`src/rtl/yin_pkg.sv`:
```
// Shared types for the pitch/tone path: fixed-point format, waveform select
// and synthesizer FSM states.
package yin_pkg;

  localparam int FRAC_BITS = 16;

  typedef enum logic [1:0] {
    WAVE_SQUARE = 2'd0,
    WAVE_SAW    = 2'd1,
    WAVE_TRI    = 2'd2,
    WAVE_SILENT = 2'd3
  } wave_e;

  typedef enum logic [1:0] {
    IDLE = 2'd0,
    LOAD = 2'd1,
    RUN  = 2'd2
  } synth_state_e;

endpackage

```
`src/rtl/wave_shaper.sv`:
```
// Registered phase-to-sample stage: maps the top phase bits to a signed
// square/saw/triangle sample with one cycle of latency.
module wave_shaper
  import yin_pkg::*;
#(
  parameter int SIG_WIDTH = 9
) (
  input  logic                        clk_in,
  input  logic                        rst_in,
  input  logic [SIG_WIDTH:0]          phase_top_in,
  input  logic [1:0]                  wave_sel_in,
  input  logic                        mute_in,
  input  logic                        valid_in,
  output logic signed [SIG_WIDTH-1:0] sig_out,
  output logic                        sig_out_valid
);

  localparam logic [SIG_WIDTH-1:0] AMP_POS = {1'b0, {(SIG_WIDTH-1){1'b1}}};
  localparam logic [SIG_WIDTH-1:0] AMP_NEG = {1'b1, {(SIG_WIDTH-2){1'b0}}, 1'b1};
  localparam logic [SIG_WIDTH-1:0] ZERO    = {SIG_WIDTH{1'b0}};

  // Offset-binary to two's complement: flipping the msb recentres 0..2^N-1 on zero.
  function automatic logic [SIG_WIDTH-1:0] offset_flip(input logic [SIG_WIDTH-1:0] x);
    return {~x[SIG_WIDTH-1], x[SIG_WIDTH-2:0]};
  endfunction

  logic                 half_s;
  logic [SIG_WIDTH-1:0] p_s;
  logic [SIG_WIDTH-1:0] q_s;
  logic [SIG_WIDTH-1:0] sample_d, sample_q;
  logic                 valid_d, valid_q;

  assign half_s = phase_top_in[SIG_WIDTH];
  assign p_s    = phase_top_in[SIG_WIDTH:1];
  assign q_s    = phase_top_in[SIG_WIDTH-1:0];

  always_comb begin
    sample_d = sample_q;
    valid_d  = 1'b0;
    if (valid_in) begin
      valid_d = 1'b1;
      if (mute_in) begin
        sample_d = ZERO;
      end else begin
        case (wave_e'(wave_sel_in))
          WAVE_SQUARE: sample_d = half_s ? AMP_NEG : AMP_POS;
          WAVE_SAW:    sample_d = offset_flip(p_s);
          WAVE_TRI:    sample_d = half_s ? ~offset_flip(q_s) : offset_flip(q_s);
          WAVE_SILENT: sample_d = ZERO;
          default:     sample_d = ZERO;
        endcase
      end
    end else begin
      sample_d = sample_q;
    end
  end

  always_ff @(posedge clk_in) begin
    if (rst_in) begin
      sample_q <= ZERO;
      valid_q  <= 1'b0;
    end else begin
      sample_q <= sample_d;
      valid_q  <= valid_d;
    end
  end

  assign sig_out       = sample_q;
  assign sig_out_valid = valid_q;

endmodule

```
`src/rtl/tone_synth.sv`:
```
// DDS tone synthesizer: Q16.16 Hz word in, signed sample stream out at SAMPLE_RATE.
// Holds the sample-tick divider, load FSM, clamp/multiply pipeline and phase accumulator.
module tone_synth
  import yin_pkg::*;
#(
  parameter int SIG_WIDTH   = 9,
  parameter int WIDTH       = 32,
  parameter int PHASE_W     = 24,
  parameter int SAMPLE_RATE = 8000,
  parameter int CLK_FREQ    = 100_000_000
) (
  input  logic                        clk_in,
  input  logic                        rst_in,
  input  logic [WIDTH-1:0]            f_in,
  input  logic                        f_in_valid,
  output logic                        f_in_ready,
  input  logic [1:0]                  wave_sel,
  output logic signed [SIG_WIDTH-1:0] sig_out,
  output logic                        sig_out_valid
);

  localparam int CLK_DIV = CLK_FREQ / SAMPLE_RATE;
  localparam int CNT_W   = $clog2(CLK_DIV);
  localparam int PROD_W  = WIDTH + 32;

  localparam logic [CNT_W-1:0]   CNT_LAST   = CNT_W'(CLK_DIV - 1);
  localparam logic [CNT_W-1:0]   CNT_ZERO   = {CNT_W{1'b0}};
  localparam logic [CNT_W-1:0]   CNT_ONE    = {{(CNT_W-1){1'b0}}, 1'b1};
  localparam logic [WIDTH-1:0]   F_NYQ      = WIDTH'(64'(SAMPLE_RATE / 2) << FRAC_BITS);
  localparam logic [WIDTH-1:0]   F_ZERO     = {WIDTH{1'b0}};
  localparam logic [63:0]        INC_SCALE  = ((64'd1 << (PHASE_W + FRAC_BITS))
                                               + 64'(SAMPLE_RATE / 2)) / 64'(SAMPLE_RATE);
  localparam logic [PROD_W-1:0]  SCALE_EXT  = PROD_W'(INC_SCALE);
  localparam logic [PROD_W-1:0]  ROUND_HALF = {{(PROD_W-32){1'b0}}, 32'h8000_0000};
  localparam logic [PHASE_W-1:0] INC_CAP    = {1'b1, {(PHASE_W-1){1'b0}}};
  localparam logic [PROD_W-1:0]  INC_CAP_EX = {{(PROD_W-PHASE_W){1'b0}}, INC_CAP};
  localparam logic [PHASE_W-1:0] PHASE_ZERO = {PHASE_W{1'b0}};
  localparam logic [PROD_W-1:0]  PROD_ZERO  = {PROD_W{1'b0}};

  synth_state_e       state_d, state_q;
  logic               load_c2_d, load_c2_q;
  logic [WIDTH-1:0]   f_d, f_q;
  logic [PROD_W-1:0]  prod_d, prod_q;
  logic [PHASE_W-1:0] inc_d, inc_q;
  logic [PHASE_W-1:0] phase_d, phase_q;
  logic [CNT_W-1:0]   cnt_d, cnt_q;
  logic               ready_d, ready_q;

  logic               tick_s;
  logic               accept_s;
  logic               f_nonzero_s;
  logic [WIDTH-1:0]   f_clamp_s;
  logic [PROD_W-1:0]  f_ext_s;
  logic [PROD_W-1:0]  inc_round_s;
  logic [PHASE_W-1:0] inc_new_s;

  assign tick_s      = (cnt_q == CNT_LAST);
  assign accept_s    = f_in_valid && ready_q;
  assign f_nonzero_s = (f_in != F_ZERO);
  assign f_clamp_s   = (f_q > F_NYQ) ? F_NYQ : f_q;
  assign f_ext_s     = {{(PROD_W-WIDTH){1'b0}}, f_clamp_s};
  assign inc_round_s = (prod_q + ROUND_HALF) >> 32;
  assign inc_new_s   = (inc_round_s > INC_CAP_EX) ? INC_CAP : inc_round_s[PHASE_W-1:0];

  always_comb begin
    state_d   = state_q;
    load_c2_d = load_c2_q;
    f_d       = f_q;
    prod_d    = prod_q;
    inc_d     = inc_q;
    cnt_d     = tick_s ? CNT_ZERO : (cnt_q + CNT_ONE);
    // The tick always advances with the inc in force before this edge.
    phase_d   = tick_s ? (phase_q + inc_q) : phase_q;
    case (state_q)
      IDLE: begin
        phase_d = PHASE_ZERO;
        if (accept_s && f_nonzero_s) begin
          state_d   = LOAD;
          load_c2_d = 1'b0;
          f_d       = f_in;
        end else begin
          state_d = IDLE;
        end
      end
      LOAD: begin
        if (!load_c2_q) begin
          prod_d    = f_ext_s * SCALE_EXT;
          load_c2_d = 1'b1;
        end else begin
          inc_d     = inc_new_s;
          load_c2_d = 1'b0;
          if (inc_new_s == PHASE_ZERO) begin
            state_d = IDLE;
            phase_d = PHASE_ZERO;
          end else begin
            state_d = RUN;
          end
        end
      end
      RUN: begin
        if (accept_s) begin
          state_d   = LOAD;
          load_c2_d = 1'b0;
          f_d       = f_in;
        end else begin
          state_d = RUN;
        end
      end
      default: begin
        state_d   = IDLE;
        load_c2_d = 1'b0;
        phase_d   = PHASE_ZERO;
        inc_d     = PHASE_ZERO;
      end
    endcase
    ready_d = (state_d != LOAD);
  end

  always_ff @(posedge clk_in) begin
    if (rst_in) begin
      state_q   <= IDLE;
      load_c2_q <= 1'b0;
      f_q       <= F_ZERO;
      prod_q    <= PROD_ZERO;
      inc_q     <= PHASE_ZERO;
      phase_q   <= PHASE_ZERO;
      cnt_q     <= CNT_ZERO;
      ready_q   <= 1'b1;
    end else begin
      state_q   <= state_d;
      load_c2_q <= load_c2_d;
      f_q       <= f_d;
      prod_q    <= prod_d;
      inc_q     <= inc_d;
      phase_q   <= phase_d;
      cnt_q     <= cnt_d;
      ready_q   <= ready_d;
    end
  end

  assign f_in_ready = ready_q;

  wave_shaper #(
    .SIG_WIDTH(SIG_WIDTH)
  ) u_shaper (
    .clk_in       (clk_in),
    .rst_in       (rst_in),
    .phase_top_in (phase_q[PHASE_W-1 -: SIG_WIDTH+1]),
    .wave_sel_in  (wave_sel),
    .mute_in      (state_q == IDLE),
    .valid_in     (tick_s),
    .sig_out      (sig_out),
    .sig_out_valid(sig_out_valid)
  );

endmodule

```
`config.mk`:
```
export PLATFORM = sky130hd
export DESIGN_NAME = tone_synth
export DESIGN_NICKNAME = d
export VERILOG_FILES = /design/src/rtl/yin_pkg.sv /design/src/rtl/wave_shaper.sv /design/src/rtl/tone_synth.sv
export SDC_FILE = /design/constraint.sdc
export NUM_CORES = 1
export LEC_CHECK = 0
export ABC_AREA = 1
export CAP_MARGIN = 20
export CORE_ASPECT_RATIO = 2
export CORE_MARGIN = 1.5
export CORE_UTILIZATION = 65
export DETAILED_ROUTE_END_ITERATION = 8
export DONT_BUFFER_PORTS = 1
export PLACE_DENSITY = 0.81
export SETUP_SLACK_MARGIN = 0.2
export SYNTH_ARGS = -nofsm -noshare
export SYNTH_HDL_FRONTEND = slang
export SYNTH_SLANG_ARGS = --single-unit
```
`constraint.sdc`:
```
create_clock -name clk_in -period 8.33 [get_ports clk_in]
set_clock_uncertainty 0.05 [all_clocks]
set_input_delay 0.833 -clock clk_in [delete_from_list [all_inputs] [get_ports clk_in]]
set_output_delay 0.833 -clock clk_in [all_outputs]
set_load 0.01 [all_outputs]
```
# --- Yosys cells after proc, flatten, opt, wreduce, memory -nomap -nowiden ---
# Cells that the tools add are included.
# W data, S select, Z words.
totals:
  ff_bits: 172
  input_bits: 37
  out_inout_bits: 11
  word_cells: 69
op_classes:
  addsub: 3
  mul: 1
  order_cmp: 2
  n_eq_ne: 10
  mux: 25
  bitwise_logic: 5
  n_reduce_logical: 13
ops:
  columns: ["operator", "count"]
  rows:
  - ["$mux W24", 5]
  - ["$mux W32", 3]
  - ["$pmux W24 S2", 2]
  - ["$add A64 B32 Y64 const B", 1]
  - ["$pmux W32 S2", 1]
  - ["$mul A32 B28 Y60 const B", 1]
  - ["$pmux W9 S4", 1]
  - ["$gt A32 B24 Y1 const B", 1]
  - ["$gt A32 B28 Y1 const B", 1]
  - ["$reduce_bool A32 Y1", 1]
  - ["$mux W9", 3]
  - ["$add A24 B24 Y24", 1]
  - ["$logic_not A24 Y1", 1]
  - ["$add A14 B1 Y14 const B", 1]
  - ["$eq A14 B14 Y1 const B", 1]
  - ["$not A9 Y9", 1]
  - ["$eq A2 B2 Y1 const B", 3]
  - ["$mux W2", 3]
  - ["$ne A2 B2 Y1 const B", 3]
  - ["$pmux W2 S3", 1]
  - ["$reduce_and A2 Y1", 3]
  - ["$mux W1", 5]
  - ["$eq A2 B1 Y1 const B", 2]
  - ["$logic_not A2 Y1", 2]
  - ["other kinds (7)", 12]

# --- Logic depth before layout (Yosys ltp) ---
depth:
  ltp_word: 8
  depth_mapped: 40
  depth_no_buf: 39

# --- Cells and area by module ---
# Synthesis repeated with hierarchy kept, for this count alone.
hier_totals:
  hier_cells: 2819
  area_unflattened_um2: 21650.8
modules_own_cells:
  columns: ["module", "n_inst", "cells_each", "area_each_um2", "seq_area_each_um2"]
  rows:
  - ["tone_synth", 1, 2713, 20978.9, 2542.4]
  - ["wave_shaper", 1, 106, 671.9, 200.2]

# --- Least setup slack after synthesis ---
# Ideal clock, no wire load.
synth_path:
  kind: "reg-to-reg"
  from: "reg f_q[20]"
  to: "reg prod_q[47]"
  setup_ps: 115
  t_arrival_ps: 6411
  t_required_ps: 8165
  setup_slack_ps: 1754
  path_stages_with_launch: 33
  n_path_buf: 1
  synth_period_minus_slack_ps: 6576
  cell_sequence: "dfxtp_1 > inv_1 > nand4_1 > nor3_1 > nand3_1 > nor3_1 > o21ai_1 > inv_2 > buf_2 > nand2_1 > inv_1 > ha_1 > fa_1 > fa_1 > inv_1 > fa_1 > inv_1 > fa_1 > fa_1 > inv_1 > fa_1 > inv_1 > ha_1 > a21oi_1 > a21boi_0 > o21ai_0 > a21oi_1 > nand3_1 > a21o_1 > nand2_1 > nand2_1 > o21ai_0 > inv_1"
synth_between:
  elab_chain_cells: 3
synth_rtl:
  columns: ["element", "line_no", "text"]
  rows:
  - ["from (decl)", "tone_synth.sv:42", "logic [WIDTH-1:0] f_d, f_q;"]
  - ["from (signal assigned)", "tone_synth.sv:123", "f_q <= F_ZERO;"]
  - ["from (signal assigned)", "tone_synth.sv:132", "f_q <= f_d;"]
  - ["$gt A32 B28 Y1", "tone_synth.sv:60", "assign f_clamp_s = (f_q > F_NYQ) ? F_NYQ : f_q;"]
  - ["$mux W32 *", "tone_synth.sv:60", null]
  - ["$mul A32 B28 Y60 *", "tone_synth.sv:87", "prod_d = f_ext_s * SCALE_EXT;"]
  - ["to (signal assigned)", "tone_synth.sv:133", "prod_q <= prod_d;"]
  - ["to (decl)", "tone_synth.sv:43", "logic [PROD_W-1:0] prod_d, prod_q;"]
# Mark *: on every way between the ends. The rest lies on a longest branch, timed or not.
# A chain may end at the register's enable or synchronous reset.

# --- Final worst setup path ---
layout_path:
  from: "reg f_q[20]"
  to: "reg prod_q[55]"
# Same word-level chain as after synthesis.

==> results.py <==
metrics = {
    "outcome": {
        "outcome": "complete, no violations",
    },
    "global_routing": {
        "grt.total_usage_pct": 45.7,
        "grt_start_max_net_pins": 59,
        "grt_pass1_vias": 22120,
        "grt_overflow_total": 0,
        "grt_pass1_wl_mm": 117,
        "antenna_found_initial": 2,
    },
    "place": {
        "dp_hpwl_mm": 65.1,
        "gp_congestion": 1.10,
        "dp.cells": 3402,
        "portBuffers": 0,
    },
    "sta": {
        "rsz0062_at_grt": "yes",
        "setup_violations": 0,
        "tns_ns": 0,
        "drv_slew": 0,
        "hold_viol_final": 0,
        "hold_slack_ns": 0.390,
        "fin_crit_sh_pct": 96.2,
        "tightest_slew_ns": 0.864,
        "slew_headroom_pct": 42.2,
        "fin_crit_ns": 8.01,
        "fmaxAchievable_mhz": 125,
    },
    "cells_and_area": {
        "area_delta_synth_final_pct": 7.66,
        "fin_cells": 3446,
        "fin_nets": 3630,
        "layout-drive-gt1-share_pct": 5.18,
        "final_common_cell": "inv_1",
        "final_cell_mix": "inv_1 (652), nand2_1 (394), nor2_1 (381), ha_1 (321), fa_1 (273)",
        "fin_util_pct": 71.4,
    },
    "route": {
        "routedWlPerCell_um": 22.4,
        "wl_mm": 77.1,
        "via_per_inst": 5.95,
        "drtIter0Drc": 1285,
        "final_antenna_net_count": 0,
        "via_count": 20513,
        "drc_errors": 0,
        "drt_pass1_iterations": 6,
    },
    "synth": {
        "synthDistinctLibCells": 48,
        "synthCells": 2906,
        "synth-edff-count": 0,
        "yosys_most_used_dff": "dfxtp_1",
        "synth_area_leader_cell": "fa_1",
        "yosysTopAreaCellShare_pct": 25.0,
        "yosys_warnings": 0,
        "synth_area_leaders": "fa_1 (25%), ha_1 (18%), dfxtp_1 (13%), inv_1 (11%), nand2_1 (6.8%)",
        "ys_seq_area_share_pct": 12.6,
        "ys_async_sr_fraction_pct": 0,
        "ys_ff_latch": 137,
        "syn_avg_cell_area_um2": 7.51,
        "syn-cell-area_um2": 21800,
    },
    "clocking": {
        "clkLatencyLatePin_ns": 0.46,
        "cts_tree": "built",
        "cts_sinks": 137,
        "cts_hold_buffers": 0,
        "clk_path_buf_depth": 2,
        "root_buffer": "clkbuf_16",
        "clk_pin_slew_ns": 0.08,
        "ctsHtreeMaxLevel": 4,
        "numCtsBuffers": 17,
    },
    "floorplan": {
        "fp.dieW_um": 133,
        "fp.dieH_um": 262,
        "io_pins": 48,
        "initial_utilization_pct": 66.3,
        "dieArea_um2": 34800,
        "row_count": 94,
        "core_um2": 32900,
    },
    "setup_path": {
        "slowest_delay_ns": 0.55,
        "rr_startpoint": "f_q[20]",
        "crit_family": "adder cells",
        "crit_type": "register to register",
        "cp_max_fo": 12,
        "cp.arrival_ns": 8.37,
        "crit_required_ns": 8.68,
        "crit_start": "f_q[20]",
        "cp-start-kind": "register",
        "end_kind": "register",
        "crit_slowest_cell": "fa_1",
        "path_buf_inv": 9,
    },
    "hold_path": {
        "holdCritStartpoint": "rst_in",
        "hp-class": "input pin to register",
    },
    "flow_run": {
        "max_cap_violations": 0,
    },
}
==> flip-flops by register name, summed over array words and instances (netlist names) <==
signal and cells:
f_in_ready 1, state_q 2, inc_q 24, u_shaper.sig_out 9, cnt_q 14, phase_q 24
prod_q 29, u_shaper.sig_out_valid 1, f_q 32, load_c2_q 1
==> routing by layer <==
| layer | share of wire [%] | GRT usage [%] | up-vias |
|---|---|---|---|
| li1 | - | - | 9301 |
| met1 | 29 | 37.5 | 9629 |
| met2 | 51 | 83.2 | 1046 |
| met3 | 5.9 | 9.78 | 535 |
| met4 | 14 | 53.7 | 2 |
| met5 | 0.017 | 0 | - |
==> worst register-to-register path, delay by kind of cell (launching register included) <==
family,cells,cell delay (ns)
AOI/OAI and AO/OA,2,0.27
DFF,1,0.33
and+or+nand+nor,17,2.82
buffers and inverters,9,1.12
adders and majority gates,7,3.38
==> cell type report <==
type | instances | area [um2]
Sequential cell | 137 | 2740
Timing Repair inverter | 1 | 7.51
Timing Repair Buffer | 73 | 548
Multi-Input combinational cell | 2107 | 16600
Fill cell | 2777 | 9430
Clock buffer | 17 | 425
Antenna cell | 2 | 5.00
Tap cell | 432 | 541
Inverter | 662 | 2490
Clock inverter | 15 | 131
==> timing repair <==
item	in CTS	in global routing
endpoints found under the hold margin	0	0
resized for setup	0	22
setup buffers	0	9
endpoints found under the setup margin	0	20
==> worst paths after layout <==
path                            cells past startpoint  slack (ns)    endpoint
worst max-delay path                               35        0.32  prod_q[55]
worst min-delay path                                1        0.39   inc_q[20]
worst max register to register                     35        0.32  prod_q[55]
worst min register to register                      1        0.41    cnt_q[0]
==> cells in the mapped netlist, drive strengths merged, types with 31 or more instances <==
cell and instances:
nor2 405, nor3 31, inv 659, nand4 38
a21oi 177, o21ai 157, xor2 34, ha 321
dfxtp 137, nand2 402, fa 273, nand3 98
==> per-stage QoR <==
step / setup slack, ns / area [um2]
after detailed placement: 0.435 / 22800
after global routing: 0.164 / 23500
final: 0.316 / 23500
after floorplan: 1.75 / 22000
after global placement: 0.590 / 22800
after CTS: 0.386 / 23400
==> cell families (layout without fill, tap and decap cells) <==
kind of cell / after synthesis / after routing / share of synthesized area [%]
compound gates: 415 / 415 / 10.5
mux: 7 / 7 / 0.321
xor+xnor: 42 / 42 / 1.69
flops: 137 / 137 / 12.6
buf+inv: 699 / 768 / 12.2
fa+ha+maj: 594 / 594 / 43.4
simple gates: 1010 / 1010 / 19.3
other cells: 2 / 41 / 0.0344
Power is left out: the tool's default activity adds up to more than one toggle a clock period on the data nets, which glitch-free logic cannot reach.
